File: src/rtl/fir_seq_pkg.sv
// rtl/fir_seq_pkg.sv - shared state enum and coefficient codes for the FIR sequencer
package fir_seq_pkg;

  typedef enum logic [1:0] {
    IDLE  = 2'd0,
    LOAD  = 2'd1,
    FLUSH = 2'd2,
    RUN   = 2'd3
  } seq_state_t;

  localparam logic [1:0] COEF_ZERO = 2'b00;
  localparam logic [1:0] COEF_POS  = 2'b01;
  localparam logic [1:0] COEF_NEG  = 2'b11;
  localparam logic [1:0] COEF_ILL  = 2'b10;

  // Maps the one illegal code onto zero so the FIR never sees it.
  function automatic logic [1:0] coef_sanitize(input logic [1:0] code);
    case (code)
      COEF_POS:  return COEF_POS;
      COEF_NEG:  return COEF_NEG;
      COEF_ZERO: return COEF_ZERO;
      default:   return COEF_ZERO;
    endcase
  endfunction

  function automatic logic coef_is_ill(input logic [1:0] code);
    return code == COEF_ILL;
  endfunction

endpackage

File: src/rtl/fir_valid_delay.sv
// rtl/fir_valid_delay.sv - DEPTH-stage bit shift register with synchronous clear
module fir_valid_delay #(
  parameter int DEPTH = 2
) (
  input  logic clk,
  input  logic rst,
  input  logic clr,
  input  logic d,
  output logic q
);

  logic [DEPTH-1:0] sr;

  always_ff @(posedge clk or posedge rst) begin
    if (rst) begin
      sr <= '0;
    end else if (clr) begin
      sr <= '0;
    end else begin
      sr[0] <= d;
      for (int i = 1; i < DEPTH; i++) begin
        sr[i] <= sr[i-1];
      end
    end
  end

  assign q = sr[DEPTH-1];

endmodule

File: src/rtl/fir_coef_sequencer.sv
// rtl/fir_coef_sequencer.sv - loads, flushes and streams the ternary-coefficient FIR
// Optional macro FIR_SEQ_COEF_CHECK_EN: illegal codes are written as zero and flagged on coef_err.
module fir_coef_sequencer
  import fir_seq_pkg::*;
#(
  parameter int TAP_NUMBER   = 10,
  parameter int INPUT_LENTGH = 8,
  parameter int FIR_LAT      = 2
) (
  input  logic                                             clk,
  input  logic                                             rst,
  input  logic                                             cfg_valid,
  output logic                                             cfg_ready,
  input  logic [2*TAP_NUMBER-1:0]                          cfg_coefs,
  input  logic                                             s_valid,
  output logic                                             s_ready,
  input  logic signed [INPUT_LENTGH-1:0]                   s_data,
  output logic signed [INPUT_LENTGH-1:0]                   fir_in,
  output logic [$clog2(TAP_NUMBER)-1:0]                    fir_coef_num,
  output logic signed [1:0]                                fir_coef_val,
  output logic                                             fir_coef_w_en,
  input  logic signed [$clog2(TAP_NUMBER)+INPUT_LENTGH+1:0] fir_out,
  output logic                                             m_valid,
  output logic signed [$clog2(TAP_NUMBER)+INPUT_LENTGH+1:0] m_data,
  output logic                                             busy,
  output logic                                             coef_err
);

  localparam int CW = $clog2(TAP_NUMBER);
  localparam int FW = $clog2(TAP_NUMBER + FIR_LAT);
  localparam logic [CW-1:0] LAST_TAP   = CW'(TAP_NUMBER - 1);
  localparam logic [FW-1:0] FLUSH_LAST = FW'(TAP_NUMBER + FIR_LAT - 1);

  function automatic logic [1:0] tap_code(input logic [2*TAP_NUMBER-1:0] set,
                                          input logic [CW-1:0]           idx);
    logic [1:0] code;
    code = COEF_ZERO;
    for (int j = 0; j < TAP_NUMBER; j++) begin
      if (idx == CW'(j)) code = set[2*j +: 2];
    end
    return code;
  endfunction

  function automatic logic [1:0] wr_code(input logic [1:0] code);
`ifdef FIR_SEQ_COEF_CHECK_EN
    return coef_sanitize(code);
`else
    return code;
`endif
  endfunction

  seq_state_t              state;
  logic [2*TAP_NUMBER-1:0] shadow;
  logic [FW-1:0]           flush_cnt;
  logic                    in_vld;
  logic                    vld_tail;
  logic                    cfg_acc;
  logic                    s_acc;
  logic [CW-1:0]           next_num;
  logic [1:0]              next_code;

  assign cfg_ready = (state == IDLE) || (state == RUN);
  assign s_ready   = (state == RUN) && !cfg_valid;
  assign cfg_acc   = cfg_valid && cfg_ready;
  assign s_acc     = s_valid && s_ready;
  assign next_num  = fir_coef_num + CW'(1);
  assign next_code = tap_code(shadow, next_num);

  // fir_in is registered so the sample and its accept bit enter the FIR timeline together.
  always_ff @(posedge clk or posedge rst) begin
    if (rst) begin
      state         <= IDLE;
      shadow        <= '0;
      flush_cnt     <= '0;
      fir_in        <= '0;
      in_vld        <= 1'b0;
      fir_coef_num  <= '0;
      fir_coef_val  <= '0;
      fir_coef_w_en <= 1'b0;
      busy          <= 1'b0;
    end else begin
      fir_in <= '0;
      in_vld <= 1'b0;
      case (state)
        IDLE, RUN: begin
          if (cfg_acc) begin
            state         <= LOAD;
            shadow        <= cfg_coefs;
            fir_coef_num  <= '0;
            fir_coef_val  <= wr_code(cfg_coefs[1:0]);
            fir_coef_w_en <= 1'b1;
            busy          <= 1'b1;
          end else if (s_acc) begin
            fir_in <= s_data;
            in_vld <= 1'b1;
          end
        end
        LOAD: begin
          if (fir_coef_num == LAST_TAP) begin
            state         <= FLUSH;
            fir_coef_num  <= '0;
            fir_coef_val  <= '0;
            fir_coef_w_en <= 1'b0;
            flush_cnt     <= '0;
          end else begin
            fir_coef_num <= next_num;
            fir_coef_val <= wr_code(next_code);
          end
        end
        FLUSH: begin
          if (flush_cnt == FLUSH_LAST) begin
            state <= RUN;
            busy  <= 1'b0;
          end else begin
            flush_cnt <= flush_cnt + FW'(1);
          end
        end
        default: state <= IDLE;
      endcase
    end
  end

  fir_valid_delay #(
    .DEPTH(FIR_LAT)
  ) u_valid_delay (
    .clk(clk),
    .rst(rst),
    .clr(cfg_acc),
    .d  (in_vld),
    .q  (vld_tail)
  );

  // A reload suppresses every result still in flight, including one due on the accept edge.
  always_ff @(posedge clk or posedge rst) begin
    if (rst) begin
      m_valid <= 1'b0;
      m_data  <= '0;
    end else begin
      m_valid <= vld_tail && !cfg_acc;
      m_data  <= fir_out;
    end
  end

`ifdef FIR_SEQ_COEF_CHECK_EN
  always_ff @(posedge clk or posedge rst) begin
    if (rst) begin
      coef_err <= 1'b0;
    end else if (cfg_acc) begin
      coef_err <= coef_is_ill(cfg_coefs[1:0]);
    end else if (state == LOAD && fir_coef_num != LAST_TAP && coef_is_ill(next_code)) begin
      coef_err <= 1'b1;
    end
  end
`else
  assign coef_err = 1'b0;
`endif

endmodule

File: config.mk
export PLATFORM = sky130hd
export DESIGN_NAME = fir_coef_sequencer
export DESIGN_NICKNAME = d
export VERILOG_FILES = /design/src/rtl/fir_seq_pkg.sv /design/src/rtl/fir_valid_delay.sv /design/src/rtl/fir_coef_sequencer.sv
export SDC_FILE = /design/constraint.sdc
export NUM_CORES = 1
export LEC_CHECK = 0
export BUFFER_PORTS_ARGS = -buffer_cell sky130_fd_sc_hd__buf_2
export CAP_MARGIN = 15
export CORE_UTILIZATION = 35
export CTS_CLUSTER_DIAMETER = 150
export DETAILED_ROUTE_END_ITERATION = 16
export MAX_ROUTING_LAYER = met4
export PLACE_DENSITY = 0.56
export REMOVE_ABC_BUFFERS = 1
export SYNTH_ARGS = -nofsm -noshare
export SYNTH_HDL_FRONTEND = slang
export SYNTH_HIERARCHICAL = 1
export SYNTH_SLANG_ARGS = --single-unit
File: constraint.sdc
create_clock -name clk -period 2.5 [get_ports clk]
set_input_delay 0.125 -clock clk [delete_from_list [all_inputs] [get_ports clk]]
set_output_delay 0.125 -clock clk [all_outputs]
set_load 0.1 [all_outputs]
# --- Word-level counts from Yosys, hierarchy flattened ---
# Cells that the tools add are included.
op_classes:
  n_addsub: 2
  multipliers: 0
  div_mod_pow: 0
  order_cmp: 0
  eq_ne: 18
  shifts: 0
  mux: 35
  bitwise: 0
  n_reduce_logical: 19
ops:
  columns: ["cell", "count"]
  rows:
  - ["$mux 2", 16]
  - ["$mux 8", 3]
  - ["$eq 4x3->1 const B", 4]
  - ["$eq 4x4->1 const B", 4]
  - ["$mux 4", 4]
  - ["$pmux 4 s2", 2]
  - ["$reduce_and 3->1", 4]
  - ["$add 4x1->4 const B", 2]
  - ["$eq 4x2->1 const B", 2]
  - ["$ne 2x2->1 const B", 4]
  - ["$mux 1", 6]
  - ["$pmux 2 s3", 1]
  - ["$reduce_bool 2->1", 3]
  - ["$eq 2x2->1 const B", 2]
  - ["$eq 4x1->1 const B", 1]
  - ["$logic_and 1x1->1", 4]
  - ["$logic_not 4->1", 1]
  - ["$pmux 1 s2", 2]
  - ["$pmux 2 s2", 1]
  - ["$reduce_and 2->1", 2]
  - ["$eq 2x1->1 const B", 1]
  - ["$logic_not 1->1", 2]
  - ["$logic_not 2->1", 1]
  - ["$reduce_or 2->1", 1]
  - ["$logic_or 1x1->1", 1]
totals:
  ff_bits: 60
  latchBits: 0
  mem_bits_rw: 0
  romBits: 0
  input_bits: 46
  output_inout_bits: 34
  word_cells: 86
  mem_count: 0

# --- Longest topological paths before layout ---
depth:
  word_depth: 14
  ltp_mapped: 8
  mapped_depth_nobuf: 7

# --- Modules after synthesis ---
# Netlist, hierarchy kept.
modules_own_cells:
  columns: ["mod", "instances", "cells_each", "area_per_inst_um2", "seq_area_each_um2"]
  rows:
  - ["fir_coef_sequencer", 1, 239, 2727.6, 1451.4]
  - ["fir_valid_delay", 1, 5, 66.3, 50.0]

# --- Least setup slack after synthesis ---
# No wires, ideal clock.
synth_timing:
  path_type: "reg2reg"
  startpoint: "register state[0]"
  endpoint: "register fir_in[0]"
  setup_ns: 0.066
  t_arrival_ns: 2.501
  required_time_ns: 2.434
  path_slack_ns: -0.067
  path_stages_with_launch: 6
  n_path_buf: 1
  synth_period_minus_slack_ns: 2.567
  cell_sequence: "dfrtp_1 > ha_1 > nor2b_1 > and3_1 > clkbuf_1 > and2_1"
synth_via:
  elab_chain_len: 6
  word_cells_on_any_way: 10
  classes_between: "1 x eq/ne; 3 x mux; 6 x reduce/logical"
synth_lines:
  columns: ["item", "line_no", "source"]
  rows:
  - ["start: declaration", "fir_coef_sequencer.sv:52", "seq_state_t state;"]
  - ["start signal: assignment", "fir_coef_sequencer.sv:72", "state <= IDLE;"]
  - ["start signal: assignment", "fir_coef_sequencer.sv:87", "state <= LOAD;"]
  - ["start signal: assignment", "fir_coef_sequencer.sv:100", "state <= FLUSH;"]
  - ["$eq 2x2->1", "fir_coef_sequencer.sv:63", "assign s_ready = (state == RUN) && !cfg_valid;"]
  - ["$logic_and 1x1->1", "fir_coef_sequencer.sv:63", null]
  - ["net s_ready", "fir_coef_sequencer.sv:16", "output logic s_ready,"]
  - ["$logic_and 1x1->1", "fir_coef_sequencer.sv:65", "assign s_acc = s_valid && s_ready;"]
  - ["$mux 8", "fir_coef_sequencer.sv:93", "end else if (s_acc) begin"]
  - ["$mux 8", "fir_coef_sequencer.sv:86", "if (cfg_acc) begin"]
  - ["$mux 8", "fir_coef_sequencer.sv:84", "case (state)"]
  - ["end signal: assignment", "fir_coef_sequencer.sv:94", "fir_in <= s_data;"]
  - ["end: declaration", "fir_coef_sequencer.sv:18", "output logic signed [INPUT_LENTGH-1:0] fir_in,"]
# The timed path passes the listed nets, and every way through them passes these cells.
# A chain may end at the register's enable or synchronous reset.

# --- Final worst setup path ---
layout_timing:
  startpoint: "register fir_coef_num[0]"
  endpoint: "register fir_coef_val[1]"
layout_via:
  elab_chain_len: 14
  word_cells_on_any_way: 24
  classes_between: "1 x add/sub; 10 x eq/ne; 12 x mux; 1 x reduce/logical"
layout_lines:
  columns: ["item", "line_no", "source"]
  rows:
  - ["start: declaration", "fir_coef_sequencer.sv:19", "output logic [$clog2(TAP_NUMBER)-1:0] fir_coef_num,"]
  - ["start signal: assignment", "fir_coef_sequencer.sv:106", "fir_coef_num <= next_num;"]
  - ["$add 4x1->4", "fir_coef_sequencer.sv:66", "assign next_num = fir_coef_num + CW'(1);"]
  - ["$logic_not 4->1", "fir_coef_sequencer.sv:39", "if (idx == CW'(j)) code = set[2*j +: 2];"]
  - ["$mux 2 (10 in series)", "fir_coef_sequencer.sv:39", null]
  - ["$mux 2 (*)", "fir_coef_sequencer.sv:99", "if (fir_coef_num == LAST_TAP) begin"]
  - ["$pmux 2 s2 (*)", "fir_coef_sequencer.sv:84", null]
  - ["end signal: assignment", "fir_coef_sequencer.sv:90", "fir_coef_val <= wr_code(cfg_coefs[1:0]);"]
  - ["end signal: assignment", "fir_coef_sequencer.sv:107", "fir_coef_val <= wr_code(next_code);"]
  - ["end: declaration", "fir_coef_sequencer.sv:20", "output logic signed [1:0] fir_coef_val,"]
# Mark *: on every way between the ends. The rest lies on a longest branch, timed or not.

==> results by group <==
Status
  • Outcome: finished, final reports clean

Timing
  • FMAX: 0.462 GHz
  • Hold Fails Final Rpt: 0
  • Fin crit share: 86.6%
  • Worst-margin pin slew: 609 ps
  • Min Tclk post-route: 2160 ps
  • Unrepaired setup endpoints after global routing: no
  • Final setup violation count: 0
  • Max_slew headroom: 59.4%
  • Clock Skew: 9.78 ps
  • Slack of the critical path: 336 ps
  • Pins over their slew limit: 0

Critical path
  • Max incr delay on CP: 620 ps
  • Critical path class: reg2reg
  • Crit-path leading delay family: compound AO/OA/AOI/OAI gates
  • Levels on crit path: 7
  • Worst Path Buf+Inv: 1
  • R2R Path Start: fir_coef_num[0]
  • CP Launch Type: flip-flop
  • Reg2Reg Depth: 7
  • Crit. End Element: flip-flop
  • Crit path to: fir_coef_val[1]
  • Worst Path Arrival: 2430 ps
  • Required time worst endpoint: 2770 ps
  • R2R Setup Slk: 340 ps
  • CP Max Fanout: 13
  • Reg2reg end: fir_coef_val[1]
  • Critical Path Source: fir_coef_num[0]
  • Crit-path cells: inv_1, ha_1, nand3b_1, a221o_1, a21oi_1, o22ai_1, a31oi_1
  • Slowest-stage cell, CP: dfrtp_1

Clocking
  • CTS Sinks: 60
  • CTS tree: done
  • CTS Buf Count: 9
  • Clock Path Buffers: 2
  • Post_cts resized: 0
  • Clock-pin slew of the registers on the worst-case setup and hold paths: 80 ps
  • Worst skew pair latency: 340 ps
  • Clk root buf: clkbuf_8
  • H-tree levels: 3

Synth
  • Syn Area/Cell: 11.5 um2
  • Ys flop type: dfrtp_1
  • Yosys warns: 6
  • Synth cell types: 49
  • Asr flop ratio synth: 100%
  • Post-synth EDFFs: 0
  • Post-synthesis sequential area ratio: 53.7%
  • Synthesized cell area: 0.00279 mm2
  • Number of synthesized register bits: 60
  • Syn Inst Count: 244

Floorplan
  • Die Width: 91.3 um
  • CORE AREA: 0.00773 mm2
  • Initial Utilization: 36.2%
  • I/O pins: 80
  • Die Ht: 91.3 um
  • Placement Rows: 32
  • Die area: 0.00834 mm2

Final layout
  • Non-filler cells, final: 458
  • Share of post-route cells with drive strength above 1: 35.4%
  • Most frequent cells in the layout: 78 x buf_2, 60 x dfrtp_1, 27 x dlygate4sd3_1, 19 x nand2_1, 19 x mux2_2
  • Seq. cell area: 0.00150 mm2
  • Fillcell total: 752
  • Nets: 408
  • ANT cells: 0
  • Most common cell after layout, fill and taps aside: buf_2
  • Area of the multi-input gates: 0.00116 mm2
  • Area growth syn-to-layout: 34.1%

Drt
  • M1 WL: 2.88 mm
  • # DRC: 0
  • Met3 WL: 223 um
  • Post-DR wirelength/cell: 13.5 um
  • WL met2: 3.00 mm
  • DRT iter0 DRCs: 132
  • Drt pass-1 iters: 4
  • Post-route ant nets: 0
  • Final WL: 6.20 mm
  • Max layer used: met4
  • Via-per-instance ratio: 4.76
  • Routed via count: 2182

Run
  • Maxcap violations: 0

Placement
  • Gpl congestion: 0.794
  • Worst slack at placement: 379 ps
  • Number of port buffers: 78
  • HPWL Detailed: 4.42 mm
  • Placed cell count: 415

Global routing
  • GRT Total Usage: 16.5%
  • Pin count of the biggest net entering global routing: 32
  • Vias in the first global route: 2157
  • First-pass GRT wire length: 10.3 mm
  • Grt ovf: 0
  • Initial antenna violation count: 0

Pwr
  • Peak supply drop: 0.000434 V
  • Pwr Density: 1260 mW/mm2
  • Leakage: 1.82 nW

Hold path
  • Worst min-delay path class: in2reg
==> power breakdown <==
part / total [mW] / internal, mW / switching [mW]
clock: 0.916 / 0.477 / 0.439
combinational: 2.30 / 0.793 / 1.51
sequential: 1.51 / 1.26 / 0.253
total: 4.73 / 2.53 / 2.20
==> Yosys cell counts, drive strengths merged, types with 9 or more instances <==
master,number,share of area [%]
buf,9,2.1
dfrtp,60,54
nand2,19,2.6
a21oi,18,3.4
nor2b,9,2.0
ha,11,4.9
mux2,19,7.7
o21ai,16,2.9
and2,11,2.5
inv,17,2.3
==> metrics by stage <==
stage | TNS [ps] | area, um2 | utilization [%] | hold WS (ps) | power (mW)
detailed placement | 0 | 3270 | 42.3 | -2.70 | 3.80
global placement | 0 | 3270 | 42.3 | -3.22 | 3.76
floorplan | -1050 | 2730 | - | -134 | 3.30
CTS | 0 | 3740 | 48.4 | 1.00 | 4.76
finish | 0 | 3750 | 48.5 | 13.8 | 4.73
global route | 0 | 3750 | 48.5 | 1.81 | 5.03
==> metal layers <==
metal / vias to the layer above / track usage [%]
li1: 1069 / -
met1: 1062 / 20.6
met2: 42 / 25.6
met3: 9 / 4.36
met4: 0 / 6.35
met5: - / -
==> layout make-up <==
type,count,area share (%)
Inverter,17,1.70
Multi-Input combinational cell,156,31.0
Clock inverter,7,2.20
Sequential cell,60,40.1
Timing Repair Buffer,107,18.4
Clock buffer,9,3.31
Tap cell,102,3.41
==> sequential cells by signal, indices dropped and copies added (netlist names) <==
signal            flops
u_valid_delay/sr      2
shadow               20
m_data               14
busy                  1
fir_coef_val          2
m_valid               1
fir_coef_num          4
flush_cnt             4
in_vld                1
fir_coef_w_en         1
state                 2
fir_in                8
==> logic make-up after synthesis <==
group / after synthesis / share of synthesized area, %
and+or+nand+nor: 62 / 13.0
DFF: 60 / 53.7
AOI/OAI and AO/OA: 58 / 14.1
buffers and inverters: 28 / 4.75
muxes: 23 / 9.09
adders and majority gates: 11 / 4.93
other: 1 / 0.134
xor gates and xnor gates: 1 / 0.314
==> timing repair <==
action                                 in CTS  in global routing
endpoints found under the hold margin      54                  1
hold buffers                               26                  1
buffers inserted                            0                  0
==> worst min path at each step <==
stage | start | end | slack (ps) | cells after the start
after floorplan | rst | u_valid_delay/sr[0] | -130 | 1
after detailed placement | rst | u_valid_delay/sr[0] | -3 | 2
after global placement | rst | u_valid_delay/sr[0] | -3 | 2
after global routing | cfg_coefs[17] | shadow[17] | 2 | 2
after CTS | cfg_coefs[14] | shadow[14] | 1 | 2
final | cfg_coefs[8] | shadow[8] | 10 | 2
Power figures use the tool's default switching activity.
